==> src/rtl/core_pkg.sv <==
`default_nettype none
// +--------------------------------------------------------------------------+
// | core_pkg : shared pipeline-control types and forwarding select codes     |
// | Revision : 1.0                                                           |
// +--------------------------------------------------------------------------+
package core_pkg;

  localparam int RIDX_W = 5;

  localparam logic [1:0] FWD_REG   = 2'b00;
  localparam logic [1:0] FWD_EXMEM = 2'b10;
  localparam logic [1:0] FWD_MEMWB = 2'b01;

  typedef struct packed {
    logic              valid;
    logic [RIDX_W-1:0] rs1;
    logic [RIDX_W-1:0] rs2;
    logic              use_rs1;
    logic              use_rs2;
    logic [RIDX_W-1:0] rd;
    logic              regwrite;
    logic              memread;
  } shadow_slot_t;

  localparam shadow_slot_t SLOT_EMPTY = '0;

endpackage
`default_nettype wire

==> src/rtl/fwd_select.sv <==
`default_nettype none
// +--------------------------------------------------------------------------+
// | fwd_select : per-operand EX forwarding select, MEM slot beats WB slot    |
// | Revision   : 1.0                                                         |
// +--------------------------------------------------------------------------+
module fwd_select import core_pkg::*; #(
  parameter int RIDX_W = 5
) (
  input  logic [RIDX_W-1:0] rs,
  input  logic              use_rs,
  input  logic              mem_valid,
  input  logic              mem_regwrite,
  input  logic [RIDX_W-1:0] mem_rd,
  input  logic              wb_valid,
  input  logic              wb_regwrite,
  input  logic [RIDX_W-1:0] wb_rd,
  output logic [1:0]        sel
);

  logic w_mem_hit;
  logic w_wb_hit;

  always_comb begin
    w_mem_hit = use_rs && mem_valid && mem_regwrite && (mem_rd != '0) && (mem_rd == rs);
    w_wb_hit  = use_rs && wb_valid  && wb_regwrite  && (wb_rd  != '0) && (wb_rd  == rs);
    sel = FWD_REG;
    if (w_mem_hit) begin
      sel = FWD_EXMEM;
    end else if (w_wb_hit) begin
      sel = FWD_MEMWB;
    end
  end

endmodule
`default_nettype wire

==> src/rtl/idex_hazard_unit.sv <==
`default_nettype none
// +--------------------------------------------------------------------------+
// | idex_hazard_unit : load-use stall, branch flush and EX forwarding control |
// | Revision         : 1.0                                                   |
// +--------------------------------------------------------------------------+
module idex_hazard_unit import core_pkg::*; #(
  parameter int XREGS  = 32,
  parameter int RIDX_W = 5
) (
  input  logic              clk,
  input  logic              rst_n,
  input  logic              id_valid,
  input  logic [RIDX_W-1:0] id_rs1,
  input  logic [RIDX_W-1:0] id_rs2,
  input  logic [RIDX_W-1:0] id_rd,
  input  logic              id_use_rs1,
  input  logic              id_use_rs2,
  input  logic              id_regwrite,
  input  logic              id_memread,
  input  logic              ex_branch_taken,
  output logic              pc_write,
  output logic              ifid_write,
  output logic              ifid_flush,
  output logic              idex_bubble,
  output logic [1:0]        fwd_a,
  output logic [1:0]        fwd_b
);

  shadow_slot_t ex_q, ex_d;
  shadow_slot_t mem_q, mem_d;
  shadow_slot_t wb_q, wb_d;
  shadow_slot_t w_dec_entry;
  logic         w_rd_in_range;
  logic         w_load_use;
  logic         w_stall;
  logic         w_unused;

  // Invalid decode slots carry no side effects into the shadow pipeline.
  always_comb begin
    w_rd_in_range = ({1'b0, id_rd} < (RIDX_W+1)'(XREGS));
    w_dec_entry   = SLOT_EMPTY;
    if (id_valid) begin
      w_dec_entry.valid    = 1'b1;
      w_dec_entry.rs1      = id_rs1;
      w_dec_entry.rs2      = id_rs2;
      w_dec_entry.use_rs1  = id_use_rs1;
      w_dec_entry.use_rs2  = id_use_rs2;
      w_dec_entry.rd       = id_rd;
      w_dec_entry.regwrite = id_regwrite && w_rd_in_range;
      w_dec_entry.memread  = id_memread;
    end
  end

  always_comb begin
    w_load_use = id_valid && ex_q.memread && (ex_q.rd != '0) &&
                 ((id_use_rs1 && (ex_q.rd == id_rs1)) ||
                  (id_use_rs2 && (ex_q.rd == id_rs2)));
    w_stall    = w_load_use && !ex_branch_taken;
  end

  // Reset forces idle enables even while decode/branch inputs are active.
  always_comb begin
    pc_write    = 1'b1;
    ifid_write  = 1'b1;
    ifid_flush  = 1'b0;
    idex_bubble = 1'b0;
    if (rst_n) begin
      if (w_stall) begin
        pc_write    = 1'b0;
        ifid_write  = 1'b0;
        idex_bubble = 1'b1;
      end
      if (ex_branch_taken) begin
        ifid_flush  = 1'b1;
        idex_bubble = 1'b1;
      end
    end
  end

  always_comb begin
    wb_d  = mem_q;
    mem_d = ex_q;
    ex_d  = idex_bubble ? SLOT_EMPTY : w_dec_entry;
  end

  always_ff @(posedge clk or negedge rst_n) begin
    if (!rst_n) begin
      ex_q  <= SLOT_EMPTY;
      mem_q <= SLOT_EMPTY;
      wb_q  <= SLOT_EMPTY;
    end else begin
      ex_q  <= ex_d;
      mem_q <= mem_d;
      wb_q  <= wb_d;
    end
  end

  fwd_select #(.RIDX_W(RIDX_W)) u_fwd_a (
    .rs           (ex_q.rs1),
    .use_rs       (ex_q.valid && ex_q.use_rs1),
    .mem_valid    (mem_q.valid),
    .mem_regwrite (mem_q.regwrite),
    .mem_rd       (mem_q.rd),
    .wb_valid     (wb_q.valid),
    .wb_regwrite  (wb_q.regwrite),
    .wb_rd        (wb_q.rd),
    .sel          (fwd_a)
  );

  fwd_select #(.RIDX_W(RIDX_W)) u_fwd_b (
    .rs           (ex_q.rs2),
    .use_rs       (ex_q.valid && ex_q.use_rs2),
    .mem_valid    (mem_q.valid),
    .mem_regwrite (mem_q.regwrite),
    .mem_rd       (mem_q.rd),
    .wb_valid     (wb_q.valid),
    .wb_regwrite  (wb_q.regwrite),
    .wb_rd        (wb_q.rd),
    .sel          (fwd_b)
  );

  // WB slot source fields are retired metadata with no consumer.
  assign w_unused = ^{wb_q.rs1, wb_q.rs2, wb_q.use_rs1, wb_q.use_rs2, wb_q.memread};

endmodule
`default_nettype wire

==> config.mk <==
export PLATFORM = sky130hd
export DESIGN_NAME = idex_hazard_unit
export DESIGN_NICKNAME = d
export VERILOG_FILES = /design/src/rtl/core_pkg.sv /design/src/rtl/fwd_select.sv /design/src/rtl/idex_hazard_unit.sv
export SDC_FILE = /design/constraint.sdc
export NUM_CORES = 1
export LEC_CHECK = 0
export CORE_AREA = 3 3 52 73
export CTS_BUF_LIST = sky130_fd_sc_hd__clkbuf_16
export CTS_CLUSTER_DIAMETER = 50
export DETAILED_ROUTE_END_ITERATION = 12
export DIE_AREA = 0 0 55 76
export PLACE_DENSITY = 0.74
export SYNTH_ARGS = -nofsm -noshare
export SYNTH_HDL_FRONTEND = slang
export SYNTH_SLANG_ARGS = --single-unit
==> constraint.sdc <==
create_clock -name clk -period 2.25 [get_ports clk]
set_input_delay 0.5625 -clock clk [delete_from_list [all_inputs] [get_ports clk]]
set_output_delay 0.5625 -clock clk [all_outputs]
set_load 0.005 [all_outputs]
==> metrics.md, run 1 <==
| Metric | Value |
|---|---|
| Failing checks | negative setup slack |
| Vias in the first global route | 1293 |
| P&R area growth vs syn | 44.3% |
| Gr usage total | 0.196 |
| CP max stage delay | 0.52 ns |
| Seq/Total Area, Yosys | 0.547 |
| Yosys reg bits | 34 |
| Drt first pass iters | 4 |
| Routed len/inst | 15.0 um |
| Layout net count | 224 |
| Critical Path AT | 1.79 ns |
| Max_slew headroom | 0.730 |
| Cell variety after synth | 22 |
| Design area | 2250 um^2 |
| Gr ovfl total | 0 |
| Fmax | 0.425 GHz |
| Mapped Area | 1560 um^2 |
| Vias/cell | 5.21 |
| Fin. max-slew vios | 0 |
| Most frequent cells in the layout | dfrtp_1, buf_4, nand3_1 |
| Final Cycle Share | 1.04 |
| Pleak | 1.03 nW |
| DP HPWL | 2690 um |
| # IOs | 31 |
| RSZ-0062 raised after global routing | yes |
| Worst clock skew | 0.00421 ns |
| Reg-to-reg endpoint | ex_q[9] |
| PD cells | 678 nW/um^2 |
| Critical Path Sink | fwd_b[0] |
| First-pass GRT wire length | 5830 um |
| Footprint of the multi-input gates | 728 um^2 |
| TritonCTS clock tree | yes |
| Crit-path cells | buf_6 -> xnor2_2 -> nand4_1 -> or4_1 -> nor2_1 -> buf_2 |
| Antenna violations before repair | 0 |
| Number of remaining DRC errors | 0 |
| FF/Latch Area | 853 um^2 |
| # rows | 24 |
| Pin count of the biggest net entering global routing | 35 |
| Max clock buf depth | 2 |
| PortBufs | 30 |
| Cell count of the worst reg-to-reg path | 7 |
| Starting Density | 0.489 |
| Hold/Removal Path Class | reg2reg |
| Routed wire length | 3610 um |
| H-tree depth | 2 |
| VDD IR-drop max | 461 uV |
| GP Congestion | 0.884 |
| Die W | 55 um |
| Final min period | 2.35 ns |
| Crit path capture type | output pin |
| Post-Syn Nets | 169 |
| Die area | 4180 um^2 |
| Post-Syn Instances | 146 |
| Kind of critical path | reg2out |
| Antenna Nets Post-Route | 0 |
| CTS root buf | clkbuf_16 |
| Layout fillers | 244 |
| Post-route setup slack | -0.101 ns |
| Status | complete, but fails checks |
| Vias | 1255 |
| # hold bufs at CTS | 0 |
| # diodes | 0 |
| Critical path peak fanout | 3 |
| Min Hold Slack | 0.348 ns |
| Core Box Area | 3180 um^2 |
| Placed Area | 2030 um^2 |
| Clock Latency Late Sink | 0.27 ns |
| Commonest non-fill, non-tap cell in the layout | dfrtp_1 |
| Final setup fails | 4 |
| Register clock-pin slew on the reported worst setup and hold paths | 0.05 ns |
| Worst Setup SP | wb_q[4] |
| Startpoint types | flip-flop |
| FF-to-FF setup slack | 0.68 ns |
| Layout cells sized above 1 | 0.337 |
| CP max-delay cell | or4_1 |
| Final Hold Vio Count | 0 |
| Slew at the pin with the worst max-slew slack | 0.405 ns |
| Initial DRC Count | 46 |
| Chip Height | 76 um |
| Place WS | -0.741 ns |
| Worst Path Required | 1.69 ns |
| Syn avg cell area | 10.7 um^2 |
| Synth warn | 0 |
| MaxCap Viol Count | 0 |
| CTS Buf Count | 5 |
| Launching point of the worst reg2reg path | ex_q[4] |
| Sink Count | 34 |
## what timing repair did
item | CTS | global route
pin swaps | 27 | 8
setup endpoints to repair | 8 | 6
resized for setup | 79 | 9
setup buffers | 4 | 1
## cells by family after synthesis
family	share of synthesized area
DFF	0.547
and+or+nand+nor	0.151
xor gates and xnor gates	0.169
AOI/OAI and AO/OA	0.0932
buffers and inverters	0.0402
## critical path: cells and delay by family, from the launching register on
kind / cells / cell delay [ns]
AND/OR/NAND/NOR: 3 / 0.72
buffers and inverters: 2 / 0.26
flip-flops: 1 / 0.42
XOR/XNOR: 1 / 0.11
## state kept, by name, summed over array words and instances, names as in the netlist
name and count:
ex_q 20, wb_q 7, mem_q 7
## where the power goes
part	switching [mW]	internal, mW	total, mW
logic	0.0995	0.123	0.222
clock network	0.229	0.399	0.627
registers	0.0293	0.645	0.674
total	0.358	1.17	1.52
## area by class of cell
| type | instances | area share |
|---|---|---|
| clock buffers | 5 | 0.0557 |
| clock inverters | 3 | 0.00557 |
| inverters | 2 | 0.00334 |
| multi-input cells | 99 | 0.324 |
| flip-flops and latches | 34 | 0.380 |
| well taps | 39 | 0.0217 |
| repair buffers | 59 | 0.209 |
## synthesized netlist by cell type
library cell / count / area, um^2
a21oi_1: 21 / 105
buf_2: 2 / 10.0
buf_4: 3 / 22.5
clkbuf_1: 6 / 22.5
dfrtp_1: 34 / 851
inv_1: 2 / 7.51
nand2_1: 5 / 18.8
nand3_1: 21 / 105
nand4_1: 6 / 37.5
nor2_1: 2 / 7.51
nor3_1: 1 / 5.00
nor3_2: 2 / 20.0
nor4_1: 2 / 12.5
o211ai_1: 1 / 7.51
o211ai_2: 1 / 12.5
o21ai_0: 1 / 5.00
o22a_1: 1 / 8.76
o22ai_1: 1 / 6.26
or3_1: 1 / 6.26
or4_1: 3 / 22.5
xnor2_1: 24 / 210
xor2_1: 6 / 52.6
## worst min-delay path by stage
| stage | depth (start not counted) | slack (ns) | from | endpoint |
|---|---|---|---|---|
| 2_1_floorplan | 0 | 0.27 | rst_n | ex_q[0] |
| 3_3_place_gp | 0 | 0.33 | ex_q[1] | mem_q[1] |
| 3_5_place_dp | 0 | 0.34 | ex_q[1] | mem_q[1] |
| 4_1_cts | 0 | 0.35 | ex_q[1] | mem_q[1] |
| 5_1_grt | 0 | 0.35 | ex_q[1] | mem_q[1] |
| 6_report | 0 | 0.35 | ex_q[1] | mem_q[1] |
## per-layer routing
metal	track usage	share of wire
met3	0.0450	0.047
met2	0.341	0.57
met5	0	0
met4	0.0803	0.020
met1	0.214	0.37
## stage by stage
stage	total power [mW]	utilization	cells	TNS, ns
floorplan	0.770	-	146	0
global placement	0.880	0.638	228	-2.46
detailed placement	0.886	0.638	228	-2.68
CTS	1.53	0.697	240	-0.270
global route	1.58	0.706	241	-0.419
finish	1.52	0.706	241	-0.182
Power figures use the tool's default switching activity.
==> inputs of run 2 (changes only) <==
- ABC_AREA: not set -> 1
- CORE_AREA: 3 3 52 73 -> 3 3 53 75
- DIE_AREA: 0 0 55 76 -> 0 0 56 78
- GPL_ROUTABILITY_DRIVEN: not set -> 0
- PLACE_DENSITY: 0.74 -> 0.75
==> run 2 against run 1 <==
Effect of this change:
- critical path type is now in2out
- the flow now finishes without violations
- clock-buffer cell count unchanged
- die area increased by 4.5%
- sequential power about the same
- wire length decreased by 11%
- critical endpoint is now ifid_write
- highest routed layer unchanged
- first-iteration DRC count decreased by 39%
==> metrics.md, run 2 <==
| Metric | Value |
|---|---|
| Yosys reg bits | 34 (unchanged) |
| Final setup fails | 0 (-4) |
| Pin count of the biggest net entering global routing | 35 (unchanged) |
| Largest register FFs | 20 (unchanged) |
| CP max stage delay | 0.48 ns (-0.04 ns) |
| # rows | 25 (+4.2%) |
| Register clock-pin slew on the reported worst setup and hold paths | 0.05 ns (about the same) |
| Drt first pass iters | 4 (unchanged) |
| Synth warn | 0 (unchanged) |
| Place WS | -0.617 ns (+0.124 ns) |
| Final std cells w/o fill | 284 (+18%) |
| Seq/Total Area, Yosys | 0.510 (-0.0365) |
| # hold bufs at CTS | 0 (unchanged) |
| Mapped Area | 1670 um^2 (+7.2%) |
| Core Box Area | 3380 um^2 (+6.1%) |
| Placed Area | 2010 um^2 (-1.0%) |
| Number of remaining DRC errors | 0 (unchanged) |
| Asr flop ratio synth | 1.00 (unchanged) |
| Routed wire length | 3220 um (-11%) |
| Most frequent cells after synthesis | nand2_1, dfrtp_1, nor2_1 |
| Fmax | 0.455 GHz (+7.0%) |
| Layout cells sized above 1 | 0.242 (-0.0948) |
| Final Hold Vio Count | 0 (unchanged) |
| Max_slew headroom | 0.731 (+0.000855) |
| TNS Setup | 0 ns (+0.182 ns) |
| MaxCap Viol Count | 0 (unchanged) |
| Antenna violations before repair | 0 (unchanged) |
| Sink Count | 34 (unchanged) |
| Clock Latency Late Sink | 0.28 ns (about the same) |
| Starting Density | 0.494 (+0.00471) |
| CTS root buf | clkbuf_16 |
| Kind of critical path | in2out |
| Vias | 1343 (+7.0%) |
| Die W | 56 um (+1.8%) |
| Gr ovfl total | 0 (unchanged) |
| Layout net count | 266 (+19%) |
| RSZ-0062 raised after global routing | yes |
| Antenna Nets Post-Route | 0 (unchanged) |
| Chip Height | 78 um (+2.6%) |
| Post-Syn Instances | 204 (+40%) |
| Most frequent cell after synthesis | nand2_1 |
| Crit path capture type | output pin |
| Routed len/inst | 11.3 um (-24%) |
| Startpoint types | primary input |
| Fin. max-slew vios | 0 (unchanged) |
| VDD IR-drop max | 537 uV (+16%) |
| Post-Syn Nets | 227 (+34%) |
| Post-synth EDFFs | 0 (unchanged) |
| Critical Path AT | 1.63 ns (-0.16 ns) |
| Hold/Removal Path Class | reg2reg |
| Fin util | 0.649 (-0.0567) |
| H-tree depth | 2 (unchanged) |
| Die area | 4370 um^2 (+4.5%) |
| TritonCTS clock tree | yes |
| Regs by FF count | ex_q: 20 flops, mem_q: 7 flops, wb_q: 7 flops |
| Overall Power | 1.49 mW (-2.0%) |
| P&R area growth vs syn | 31.4% |
| Largest register by flop count | ex_q |
| DP HPWL | 2370 um (-12%) |
| Final Cycle Share | 0.977 (-0.0683) |
| # diodes | 0 (unchanged) |
| PortBufs | 30 (unchanged) |
| Worst Path Required | 1.69 ns (about the same) |
| First-pass GRT wire length | 5640 um (-3.2%) |
| Most frequent cells in the layout | nand2_1, dfrtp_1, nor2_1 |
| Placed Cells | 274 (+20%) |
| Cell taking the most area after synthesis | dfrtp_1 |
| Worst clock skew | 0.00367 ns (-0.000535 ns) |
| Syn avg cell area | 8.18 um^2 (-23%) |
| # IOs | 31 (unchanged) |
| Gr usage total | 0.172 (-0.0235) |
| Synth top area cells | dfrtp_1, nand2_1, nor2_1, xnor2_1, inv_1 |
| Final min period | 2.20 ns (-0.154 ns) |
| Crit-path cells | clkdlybuf4s50_1 -> nand4_1 -> inv_1 -> nand2_2 -> or2_1 -> buf_2 |
| Initial DRC Count | 28 (-39%) |
| Commonest non-fill, non-tap cell in the layout | nand2_1 |
| Main synth FF type | dfrtp_1 |
| Cell variety after synth | 24 (+9.1%) |
| Slew at the pin with the worst max-slew slack | 0.404 ns (-0.00128 ns) |
| PD cells | 681 nW/um^2 (+0.45%) |
| CTS Buf Count | 5 (unchanged) |
| Pleak | 1.14 nW (+10%) |
| CP max-delay cell | clkdlybuf4s50_1 |
| Vias in the first global route | 1291 (-0.15%) |
| Min Hold Slack | 0.348 ns (-0.000754 ns) |
| Max clock buf depth | 2 (unchanged) |
| Status | completed |
| Yosys top cell area share | 0.510 (-0.0365) |
| Post-route setup slack | 0.0529 ns (+0.154 ns) |
| Design area | 2190 um^2 (-2.4%) |
| Vias/cell | 4.73 (-9.2%) |
| Critical path peak fanout | 2 (-1) |
run 2: layout make-up:
cell class / count / area [um^2]
Clock buffer: 5 / 125
Timing Repair Buffer: 39 / 322
Fill cell: 288 / 1190
Clock inverter: 3 / 12.5
Inverter: 24 / 90.1
Sequential cell: 34 / 853
Multi-Input combinational cell: 139 / 739
Tap cell: 40 / 50.0
run 2: layer usage:
layer	part of all wire	vias to the layer above	track usage
met5	0	-	0
met1	0.38	606	0.186
met2	0.54	35	0.293
met3	0.040	10	0.0349
met4	0.040	0	0.124
li1	-	692	-
run 2: what timing repair did:
item	in CTS	in global routing
resized for setup	33	30
endpoints found under the setup margin	8	5
buffers inserted	1	1
gates cloned	0	0
pin swaps	10	12
run 2: cell families (layout without fill, tap and decap cells):
family | after synthesis | in the layout | share of synthesized area
DFF | 34 | 34 | 0.510
xor gates and xnor gates | 14 | 14 | 0.0735
buffers and inverters | 31 | 71 | 0.0908
AOI/OAI and AO/OA | 7 | 7 | 0.0233
and+or+nand+nor | 118 | 118 | 0.302
run 2: report_power, final:
part	internal, mW	switching (mW)
Clock	0.399	0.232
Sequential	0.645	0.0297
Combinational	0.0907	0.0978
Total	1.13	0.359
run 2: worst paths after layout:
path / from / end / slack (ns) / cells past startpoint
worst max register to register: ex_q[2] / ex_q[0] / 0.78 / 9
min in group asynchronous: rst_n / ex_q[6] / 0.59 / 3
worst max-delay path: id_valid / ifid_write / 0.05 / 6
worst min register to register: ex_q[1] / mem_q[1] / 0.35 / 0
worst min-delay path: ex_q[1] / mem_q[1] / 0.35 / 0
max in group asynchronous: rst_n / mem_q[3] / 1.34 / 3
run 2: worst max-delay path, delay by kind of cell:
kind / cells / cell delay [ns]
AND/OR/NAND/NOR: 3 / 0.38
buffers and inverters: 3 / 0.69
